[config.mk]
export PLATFORM = sky130hd
export DESIGN_NAME = vip_rgb565_gray_meas_flat
export DESIGN_NICKNAME = d
export VERILOG_FILES = /design/src/rtl/vip_rgb565_gray_meas_if.sv /design/src/rtl/vip_rgb565_gray_meas.sv /design/src/flat_wrapper.sv
export SDC_FILE = /design/constraint.sdc
export NUM_CORES = 1
export LEC_CHECK = 0
export BUFFER_PORTS_ARGS = -buffer_cell sky130_fd_sc_hd__clkbuf_2
export CORE_ASPECT_RATIO = 0.8
export CORE_MARGIN = 5
export CORE_UTILIZATION = 61
export CTS_CLUSTER_DIAMETER = 200
export DETAILED_ROUTE_END_ITERATION = 8
export GPL_TIMING_DRIVEN = 1
export MAX_ROUTING_LAYER = met4
export PLACE_DENSITY = 0.91
export SYNTH_ARGS = -nofsm -noshare
export SYNTH_HDL_FRONTEND = slang
export SYNTH_SLANG_ARGS = --single-unit
[constraint.sdc]
create_clock -name clk -period 4.3 [get_ports clk]
set_clock_uncertainty 0.2 [all_clocks]
set_input_delay 0.43 -clock clk [delete_from_list [all_inputs] [get_ports clk]]
set_output_delay 0.43 -clock clk [all_outputs]
set_load 0.01 [all_outputs]
[src/rtl/vip_rgb565_gray_meas_if.sv]
// Video stream bundle around the gray converter: RGB565 input side (per_*) and gray output side (post_*).
interface vip_rgb565_gray_meas_if;
  logic        per_frame_vsync;
  logic        per_frame_href;
  logic        per_frame_clken;
  logic [15:0] per_frame_data;
  logic        post_frame_vsync;
  logic        post_frame_href;
  logic        post_frame_clken;
  logic [7:0]  post_img_gray;

  modport master (
    output per_frame_vsync, per_frame_href, per_frame_clken, per_frame_data,
    input  post_frame_vsync, post_frame_href, post_frame_clken, post_img_gray
  );

  modport slave (
    input  per_frame_vsync, per_frame_href, per_frame_clken, per_frame_data,
    output post_frame_vsync, post_frame_href, post_frame_clken, post_img_gray
  );
endinterface

[src/rtl/vip_rgb565_gray_meas.sv]
// RGB565 -> 8-bit luma in a 3-clk pipeline, plus frame width/height measurement on the input side.
// Define GRAY_ROUND_EN for round-to-nearest luma; default build truncates.
module vip_rgb565_gray_meas #(
  parameter int CNT_W  = 12,
  parameter int COEF_R = 77,
  parameter int COEF_G = 150,
  parameter int COEF_B = 29
) (
  input  logic                 clk,
  input  logic                 rst_n,
  vip_rgb565_gray_meas_if.slave vid,
  output logic [CNT_W-1:0]     frame_width,
  output logic [CNT_W-1:0]     frame_height,
  output logic                 frame_size_valid,
  output logic                 line_width_err
);

  localparam logic [7:0]       CR      = 8'(COEF_R);
  localparam logic [7:0]       CG      = 8'(COEF_G);
  localparam logic [7:0]       CB      = 8'(COEF_B);
  localparam logic [CNT_W-1:0] CNT_MAX = '1;
  localparam logic [CNT_W-1:0] CNT_ONE = {{(CNT_W-1){1'b0}}, 1'b1};

  logic [7:0]  r8_q, g8_q, b8_q;
  logic [15:0] pr_q, pg_q, pb_q;
  logic [15:0] sum;
  logic [7:0]  gray_q;
  logic [2:0]  vs_pipe_q, hs_pipe_q, ce_pipe_q;

  always_comb begin
    sum = pr_q + pg_q + pb_q;
`ifdef GRAY_ROUND_EN
    sum = sum + 16'd128;
`endif
  end

  // Data path and sync chain advance together every clock; hs_pipe_q[1] is the href
  // that lands on the output alongside the stage-3 result.
  always_ff @(posedge clk or negedge rst_n) begin
    if (!rst_n) begin
      r8_q      <= '0;
      g8_q      <= '0;
      b8_q      <= '0;
      pr_q      <= '0;
      pg_q      <= '0;
      pb_q      <= '0;
      gray_q    <= '0;
      vs_pipe_q <= '0;
      hs_pipe_q <= '0;
      ce_pipe_q <= '0;
    end else begin
      r8_q      <= {vid.per_frame_data[15:11], vid.per_frame_data[15:13]};
      g8_q      <= {vid.per_frame_data[10:5],  vid.per_frame_data[10:9]};
      b8_q      <= {vid.per_frame_data[4:0],   vid.per_frame_data[4:2]};
      pr_q      <= {8'd0, r8_q} * {8'd0, CR};
      pg_q      <= {8'd0, g8_q} * {8'd0, CG};
      pb_q      <= {8'd0, b8_q} * {8'd0, CB};
      gray_q    <= hs_pipe_q[1] ? sum[15:8] : 8'd0;
      vs_pipe_q <= {vs_pipe_q[1:0], vid.per_frame_vsync};
      hs_pipe_q <= {hs_pipe_q[1:0], vid.per_frame_href};
      ce_pipe_q <= {ce_pipe_q[1:0], vid.per_frame_clken};
    end
  end

  assign vid.post_frame_vsync = vs_pipe_q[2];
  assign vid.post_frame_href  = hs_pipe_q[2];
  assign vid.post_frame_clken = ce_pipe_q[2];
  assign vid.post_img_gray    = gray_q;

  logic             vs_q, hs_q;
  logic [CNT_W-1:0] pix_cnt_q, pix_cnt_d;
  logic [CNT_W-1:0] line_cnt_q, line_cnt_d;
  logic [CNT_W-1:0] first_w_q, first_w_d;
  logic             err_acc_q, err_acc_d;
  logic [CNT_W-1:0] frame_width_q, frame_width_d;
  logic [CNT_W-1:0] frame_height_q, frame_height_d;
  logic             size_valid_q, size_valid_d;
  logic             width_err_q, width_err_d;
  logic             href_fall, vs_fall, vs_rise;

  always_comb begin
    href_fall      = hs_q & ~vid.per_frame_href;
    vs_fall        = vs_q & ~vid.per_frame_vsync;
    vs_rise        = ~vs_q & vid.per_frame_vsync;
    pix_cnt_d      = pix_cnt_q;
    line_cnt_d     = line_cnt_q;
    first_w_d      = first_w_q;
    err_acc_d      = err_acc_q;
    frame_width_d  = frame_width_q;
    frame_height_d = frame_height_q;
    size_valid_d   = size_valid_q;
    width_err_d    = width_err_q;

    if (href_fall) begin
      pix_cnt_d = '0;
      if (line_cnt_q == '0)
        first_w_d = pix_cnt_q;
      else if (pix_cnt_q != first_w_q)
        err_acc_d = 1'b1;
      if (line_cnt_q != CNT_MAX)
        line_cnt_d = line_cnt_q + CNT_ONE;
    end else if (vid.per_frame_href && vid.per_frame_clken && pix_cnt_q != CNT_MAX) begin
      pix_cnt_d = pix_cnt_q + CNT_ONE;
    end

    // Latch from the _d values so a line ending on the same clock as the frame is included.
    if (vs_fall) begin
      frame_width_d  = first_w_d;
      frame_height_d = line_cnt_d;
      width_err_d    = err_acc_d;
      size_valid_d   = 1'b1;
    end

    if (vs_rise) begin
      line_cnt_d = '0;
      err_acc_d  = 1'b0;
      first_w_d  = '0;
    end
  end

  always_ff @(posedge clk or negedge rst_n) begin
    if (!rst_n) begin
      vs_q           <= 1'b0;
      hs_q           <= 1'b0;
      pix_cnt_q      <= '0;
      line_cnt_q     <= '0;
      first_w_q      <= '0;
      err_acc_q      <= 1'b0;
      frame_width_q  <= '0;
      frame_height_q <= '0;
      size_valid_q   <= 1'b0;
      width_err_q    <= 1'b0;
    end else begin
      vs_q           <= vid.per_frame_vsync;
      hs_q           <= vid.per_frame_href;
      pix_cnt_q      <= pix_cnt_d;
      line_cnt_q     <= line_cnt_d;
      first_w_q      <= first_w_d;
      err_acc_q      <= err_acc_d;
      frame_width_q  <= frame_width_d;
      frame_height_q <= frame_height_d;
      size_valid_q   <= size_valid_d;
      width_err_q    <= width_err_d;
    end
  end

  assign frame_width      = frame_width_q;
  assign frame_height     = frame_height_q;
  assign frame_size_valid = size_valid_q;
  assign line_width_err   = width_err_q;

endmodule

[src/flat_wrapper.sv]
// flat-port wrapper written by rule: the top's interface ports become plain ports
module vip_rgb565_gray_meas_flat 
#(
  parameter int CNT_W  = 12,
  parameter int COEF_R = 77,
  parameter int COEF_G = 150,
  parameter int COEF_B = 29
)
  (clk, rst_n, frame_width, frame_height, frame_size_valid, line_width_err, vid_per_frame_vsync, vid_per_frame_href, vid_per_frame_clken, vid_per_frame_data, vid_post_frame_vsync, vid_post_frame_href, vid_post_frame_clken, vid_post_img_gray);
  vip_rgb565_gray_meas_if vid_i ();
  input  logic clk;
  input  logic rst_n;
  output logic [CNT_W-1:0] frame_width;
  output logic [CNT_W-1:0] frame_height;
  output logic frame_size_valid;
  output logic line_width_err;
  input wire logic [$bits(vid_i.per_frame_vsync)-1:0] vid_per_frame_vsync;
  input wire logic [$bits(vid_i.per_frame_href)-1:0] vid_per_frame_href;
  input wire logic [$bits(vid_i.per_frame_clken)-1:0] vid_per_frame_clken;
  input wire logic [$bits(vid_i.per_frame_data)-1:0] vid_per_frame_data;
  output wire logic [$bits(vid_i.post_frame_vsync)-1:0] vid_post_frame_vsync;
  output wire logic [$bits(vid_i.post_frame_href)-1:0] vid_post_frame_href;
  output wire logic [$bits(vid_i.post_frame_clken)-1:0] vid_post_frame_clken;
  output wire logic [$bits(vid_i.post_img_gray)-1:0] vid_post_img_gray;
  assign vid_i.per_frame_vsync = vid_per_frame_vsync;
  assign vid_i.per_frame_href = vid_per_frame_href;
  assign vid_i.per_frame_clken = vid_per_frame_clken;
  assign vid_i.per_frame_data = vid_per_frame_data;
  assign vid_post_frame_vsync = vid_i.post_frame_vsync;
  assign vid_post_frame_href = vid_i.post_frame_href;
  assign vid_post_frame_clken = vid_i.post_frame_clken;
  assign vid_post_img_gray = vid_i.post_img_gray;
  vip_rgb565_gray_meas #(.CNT_W(CNT_W), .COEF_R(COEF_R), .COEF_G(COEF_G), .COEF_B(COEF_B)) u_core (.clk(clk), .rst_n(rst_n), .vid(vid_i), .frame_width(frame_width), .frame_height(frame_height), .frame_size_valid(frame_size_valid), .line_width_err(line_width_err));
endmodule
# Word level (Yosys, flattened, before mapping)
# Index checks and enable logic that the tools add are counted.
# Widths: inputs -> output; s select.
# totals
reg_bits,149
in_bits,21
word_cells,53
# op_classes
addsub,4
multipliers,3
n_eq_ne,3
muxes,13
bitwise,6
reduce_logical,4
# op_table
op,count
$mux 12,8
$mul 8x7->15 const B,2
$add 12x1->12 const B,2
$ne 12x12->1 const B,2
$add 15x16->16,1
$add 16x13->16,1
$mul 8x5->13 const B,1
$logic_not 12->1,1
$ne 12x12->1,1
$mux 8,1
$mux 1,4
$and 1x1->1,3
$not 1->1,3
$logic_and 1x1->1,2
$reduce_bool 2->1,1

# Longest topological paths before layout
# Gate-level depths: netlist (run 1).
# depth
word_depth,5
ltp_mapped,13

# Least setup slack after synthesis (run 1)
# OpenSTA, ideal clock, no wires.
# synth_path
path_kind,reg-to-reg
startpoint,register u_core.g8_q[6]
endpoint,register u_core.pg_q[13]
setup_time_ns,0.069
arrival_ns,3.581
slack_ns,0.450
path_stages_with_launch,13
path_cell_list,dfrtp_1 ha_1 ha_1 inv_1 fa_1 fa_1 inv_1 ha_1 o21a_1 o21ai_0 a221oi_1 or4b_2 nand3_1
# synth_between
elab_chain_len,1
# synth_rtl
item,line,source
from (decl),vip_rgb565_gray_meas.sv:24,"logic [7:0] r8_q, g8_q, b8_q;"
from (signal assigned),vip_rgb565_gray_meas.sv:53,"g8_q <= {vid.per_frame_data[10:5], vid.per_frame_data[10:9]};"
$mul 8x7->15,vip_rgb565_gray_meas.sv:56,"pg_q <= {8'd0, g8_q} * {8'd0, CG};"
to (signal assigned),vip_rgb565_gray_meas.sv:56,
to (decl),vip_rgb565_gray_meas.sv:25,"logic [15:0] pr_q, pg_q, pb_q;"
# Every way passes these cells.
# A chain may end at the register's enable or synchronous reset.

# Final worst setup path (run 1)
# layout_path
startpoint,register u_core.g8_q[4]
endpoint,register u_core.pg_q[13]
# The elaborated chain is that of the path after synthesis.

==> flow_summary.toml, run 1 <==
[clock_tree]
clockBufferDepth = 2
cts_buffers = 17
cts_setup_buffers = 0
cts_tree = "yes"
htreeDepth = 4
clk_pin_slew_ns = 0.06
root_buffer = "clkbuf_16"
clock_latency_ns = 0.42
cts.sink_count = 139
ctsResizeCount = 0

[final_layout]
final_cell_mix = "139 x dfrtp_1, 114 x ha_1, 72 x inv_1"
fillers = 950
drive_gt1_share_pct = 10.59
nets = 1051
syn_to_final_growth_pct = 14.56
final_common_cell = "dfrtp_1"
final_cells = 1068
finish.utilization_pct = 71.53
multi_input_area_um2 = 4681
antenna-diode-count = 0
register_area_um2 = 3478

[placement]
portBuffers = 57
gp_congestion = 0.9298
dp.cells = 1021
dp_hpwl_um = 12520

[worst_setup_path]
cp_cell_sequence = "ha_1, ha_1, inv_1, fa_1, fa_1, inv_1, ha_1, o21a_1, o21ai_0, a221oi_1, or4b_2, nand3_1"
start_kind = "flip-flop"
cpMostUsedCell = "ha_1"
critPathTopFamily = "adder cells"
critical_path.max_stage_delay_ns = 0.62
path_class = "flip-flop to flip-flop"
cp_slowest_cell = "or4b_2"
required_ns = 4.45
arrival_ns = 4.15
critPathBufInv = 2
crit_fanout = 4
end_kind = "flip-flop"

[floorplan]
die_h_um = 115.5
dieArea_um2 = 16390
coreArea_um2 = 13600
die_w_um = 141.9
fp-row-count = 38
ioPinCount = 58
initial_utilization_pct = 62.44

[timing]
max_slew_margin_pct = 48.53
fin_crit_ns = 3.994
report.final.slew_viol_count = 0
rsz0062_at_grt = "no"
setup_tns_ns = 0
max_freq_mhz = 250.4
worst_pin_slew_ns = 0.7657
hold_viol = 0
setup_viol = 0
fin_crit_sh_pct = 92.88

[yosys]
syn_inst = 794
synth_cell_types = 57
syn_avg_cell_area_um2 = 10.69
netlist.area_leader.share_pct = 40.97
syn_area_um2 = 8491
async_flop_share_pct = 100.0
synth-seq-area-share_pct = 40.97
syn_nets = 966
synth-edff-count = 0
synth_area_leaders = "dfrtp_1 41%, ha_1 17%, fa_1 8.7%"
synth_ff_type = "dfrtp_1"
ys_warn_count = 0
yosys.area.top_type = "dfrtp_1"
synth-seq-cells = 139

[detailed_routing]
wl_um = 17530
avgRoutedWirePerCell_um = 16.41
vias = 6042
ant_nets = 0
avgViaCountPerCell = 5.657
drc = 0
drt-pass1-iter-count = 5
drtIter0Drc = 505

[global_routing]
antenna_found_initial = 0
grt_max_degree = 66
grt_pass1_vias = 6256
track_usage_pct = 24.11
grt_pass1_wl_um = 30370
grt_remaining_overflow = 0

[power]
powerDensity_nw_per_um2 = 592.7
ir_drop_mv = 0.4753
p_leak_nw = 4.993

[worst_hold_path]
holdCritPathClass = "input port to flip-flop"

[run_status]
status = "finished, final reports clean"

[job]
cap_violations = 0
## synth_stat cells (3+ instances only)
library cell / instances
a21o_1: 8
fa_1: 37
o211ai_1: 3
nor2_1: 71
o31ai_1: 3
xor2_1: 21
nand2b_1: 12
o21a_1: 8
and4_1: 3
nor4_1: 8
a221oi_1: 4
o21ai_0: 47
ha_1: 114
a31oi_1: 3
or3_1: 3
a21oi_1: 21
a211oi_1: 7
nor3_1: 9
clkbuf_1: 15
xnor2_1: 28
nor2b_1: 9
or4_1: 4
nand4b_1: 3
nand3_1: 17
mux2i_1: 20
inv_1: 72
nand2_1: 55
nand4_1: 8
and3_1: 11
dfrtp_1: 139
## what timing repair did
| item | 4_1_cts | 5_1_grt |
|---|---|---|
| hold buffers | 19 | 0 |
| setup endpoints to repair | 0 | 0 |
| hold endpoints to repair | 81 | 0 |
## power breakdown
part           total (mW)  internal, mW  switching (mW)
registers            1.69          1.54           0.153
clock network        1.36         0.852           0.513
logic                2.71          1.18            1.53
## layer usage
| layer | track usage, % | share of wire [%] | vias to the layer above |
|---|---|---|---|
| li1 | - | - | 2909 |
| met1 | 32.80 | 47 | 2963 |
| met2 | 37.46 | 48 | 146 |
| met3 | 5.611 | 4.4 | 24 |
| met4 | 5.435 | 1.2 | 0 |
| met5 | - | 0 | - |
## cells by family after synthesis
family | synth area share (%)
adder cells (fa/ha/maj) | 25.52
multiplexers | 2.358
AO/OA/AOI/OAI | 9.240
flip-flops | 40.97
XOR/XNOR | 5.055
AND/OR/NAND/NOR | 12.95
buffers and inverters | 3.905
## worst register-to-register path: stages, from the launching register on
cell      delay, ns
dfrtp_1        0.43
ha_1           0.30
ha_1           0.28
inv_1          0.05
fa_1           0.49
fa_1           0.51
inv_1          0.04
ha_1           0.34
o21a_1         0.19
o21ai_0        0.23
a221oi_1       0.17
or4b_2         0.62
nand3_1        0.08
## per-stage QoR
step	total power [mW]	hold slack [ns]	worst slack, ns	cell area, µm²
floorplan	3.666	-0.06559	0.4498	8491
global placement	4.193	0.1322	0.4205	8991
detailed placement	4.272	0.1365	0.3368	8991
CTS	5.758	0.01656	0.3148	9727
global route	6.234	0.01349	0.1384	9727
finish	5.765	0.03347	0.3060	9727
## path summary, 6_finish.rpt
kind	from	to	slack (ns)	cells after the start
max in group asynchronous	rst_n	u_core.frame_width[4]	2.61	3
min reg2reg	u_core.ce_pipe_q[1]	u_core.ce_pipe_q[2]	0.15	0
max reg2reg	u_core.g8_q[4]	u_core.pg_q[13]	0.31	12
min	vid_per_frame_href	u_core.hs_pipe_q[0]	0.03	1
min in group asynchronous	rst_n	u_core.r8_q[3]	0.36	2
max	u_core.g8_q[4]	u_core.pg_q[13]	0.31	12
## flip-flops by register name (all words and copies together), names as in the netlist
name,cells
u_core.pb_q,13
u_core.r8_q,5
u_core.vid.post_img_gray,8
u_core.vs_pipe_q,3
u_core.b8_q,5
u_core.frame_width,12
u_core.ce_pipe_q,3
u_core.first_w_q,12
u_core.hs_pipe_q,3
u_core.err_acc_q,1
u_core.line_cnt_q,12
u_core.line_width_err,1
u_core.pix_cnt_q,12
u_core.frame_height,12
u_core.g8_q,6
u_core.frame_size_valid,1
u_core.pr_q,15
u_core.pg_q,15
## layout make-up
class / count / share of cell area [%]
Timing Repair Buffer: 82 / 5.415
Multi-Input combinational cell: 567 / 48.12
Inverter: 72 / 2.778
Clock buffer: 20 / 4.592
Tap cell: 180 / 2.315
Sequential cell: 139 / 35.76
Clock inverter: 8 / 1.016
(Power assumes the default switching activity.)
==> inputs of run 2 (changes only) <==
Settings changed: CELL_PAD_IN_SITES_DETAIL_PLACEMENT from default to 1, CELL_PAD_IN_SITES_GLOBAL_PLACEMENT from default to 2, CORE_UTILIZATION 61 to 41, PLACE_DENSITY 0.91 to 0.82.
==> run 2 against run 1 <==
Effect of this change: wire length increased by 15%; cell count rose by 8.8%; hold slack improved by 0.0030 ns; largest power group unchanged.
==> flow_summary.toml, run 2 (synthesized netlist as in run 1, its figures left out) <==
[run_status]
status = "finished, final reports clean"

[global_routing]
grt_pass1_vias = 6889
grt_max_degree = 63
antenna_found_initial = 0
grt_remaining_overflow = 0
grt_pass1_wl_um = 34820
track_usage_pct = 18.65

[placement]
dpl_cell_area_um2 = 9110
portBuffers = 57
dp.cells = 1111
gp_congestion = 0.8734
dp_hpwl_um = 15600
place_ws_ns = 0.2883

[worst_setup_path]
critPathBufInv = 2
critPathTopFamily = "adder cells"
cp_slowest_cell = "or4b_2"
start_kind = "flip-flop"
path_class = "flip-flop to flip-flop"
required_ns = 4.46
crit_fanout = 4
arrival_ns = 4.18
critical_path.max_stage_delay_ns = 0.62
cp_cell_sequence = "ha_1, ha_1, inv_1, fa_1, fa_1, inv_1, ha_1, o21a_1, o21ai_0, a221oi_1, or4b_2, nand3_1"
cpMostUsedCell = "ha_1"
end_kind = "flip-flop"

[final_layout]
reg_top3 = "u_core.pg_q: 15 flops, u_core.pr_q: 15 flops, u_core.pb_q: 13 flops"
final_area_um2 = 9889
final_cells = 1162
antenna-diode-count = 0
syn_to_final_growth_pct = 16.48
finish.utilization_pct = 48.19
nets = 1052
final_cell_mix = "139 x dfrtp_1, 114 x ha_1, 72 x inv_1"
final_common_cell = "dfrtp_1"
drive_gt1_share_pct = 11.31

[detailed_routing]
drtIter0Drc = 206
vias = 6057
ant_nets = 0
avgRoutedWirePerCell_um = 17.42
avgViaCountPerCell = 5.213
wl_um = 20240
drc = 0
drt-pass1-iter-count = 4

[clock_tree]
htreeDepth = 4
cts.sink_count = 139
root_buffer = "clkbuf_16"
cts_tree = "yes"
clockBufferDepth = 2
cts_buffers = 17
ctsResizeCount = 0
clock_latency_ns = 0.43
clk_pin_slew_ns = 0.06

[power]
powerDensity_nw_per_um2 = 598.7
finalPower_mw = 5.921
ir_drop_mv = 0.3633
p_leak_nw = 5.017

[timing]
hold_slack_ns = 0.03650
report.final.slew_viol_count = 0
setup_viol = 0
fin_crit_ns = 4.021
fin_ws_ns = 0.2794
max_freq_mhz = 248.7
worst_pin_slew_ns = 0.8029
fin_crit_sh_pct = 93.50
max_slew_margin_pct = 46.03
hold_viol = 0
setup_tns_ns = 0
rsz0062_at_grt = "no"

[floorplan]
coreArea_um2 = 20520
dieArea_um2 = 23710
ioPinCount = 58
fp-row-count = 47
initial_utilization_pct = 41.37
die_h_um = 138.7
die_w_um = 170.9

[job]
cap_violations = 0

[worst_hold_path]
holdCritPathClass = "input port to flip-flop"
-- run 2: cell count changes in the layout (fill, tap and decap cells not counted), sizes merged --
| cell | before | now |
|---|---|---|
| inv | 72 | 82 |
| bufinv | 2 | 1 |
| clkinv | 4 | 0 |
| clkinvlp | 2 | 3 |
| clkbuf | 76 | 74 |
| buf | 7 | 8 |
-- run 2: layout make-up --
cell class | instances | area (µm²)
clock buffers | 18 | 439.2
repair buffers | 83 | 534.3
well taps | 269 | 336.6
fillers | 2260 | 10630
multi-input cells | 567 | 4681
inverters | 72 | 270.3
flip-flops and latches | 139 | 3478
clock inverters | 14 | 150.1
-- run 2: worst register-to-register path: stages (launching register included) --
cell	delay, ns
dfrtp_1	0.42
ha_1	0.29
ha_1	0.28
inv_1	0.05
fa_1	0.50
fa_1	0.53
inv_1	0.05
ha_1	0.35
o21a_1	0.19
o21ai_0	0.22
a221oi_1	0.17
or4b_2	0.62
nand3_1	0.10
-- run 2: worst paths after layout --
kind                       cells past startpoint  slack [ns]                  end           startpoint
min in group asynchronous                      2        0.35       u_core.b8_q[6]                rst_n
max in group asynchronous                      3        2.54       u_core.pg_q[8]                rst_n
setup reg to reg                              12        0.28      u_core.pg_q[13]       u_core.g8_q[4]
hold reg to reg                                0        0.16  u_core.vs_pipe_q[2]  u_core.vs_pipe_q[1]
setup / recovery                              12        0.28      u_core.pg_q[13]       u_core.g8_q[4]
hold / removal                                 1        0.04  u_core.hs_pipe_q[0]   vid_per_frame_href
-- run 2: repair_timing --
| item | in CTS | in global routing |
|---|---|---|
| buffers inserted | 0 | 0 |
| endpoints found under the hold margin | 78 | 0 |
| hold buffers | 19 | 0 |
-- run 2: routing by layer --
metal  wire length [µm]  track usage [%]  up-vias  share of wire, %
li1                   -                -     2912                 -
met1               9806            24.92     3057                48
met2               9749            30.10       74                48
met3                518            3.477       14               2.6
met4                165            3.627        0              0.82
met5                  0                -        -                 0
-- run 2: power breakdown --
group / internal [mW] / leakage, nW / total, mW / switching, mW
clock: 0.838 / 0.283 / 1.49 / 0.654
sequential: 1.54 / 1.77 / 1.69 / 0.156
combinational: 1.18 / 2.97 / 2.74 / 1.56
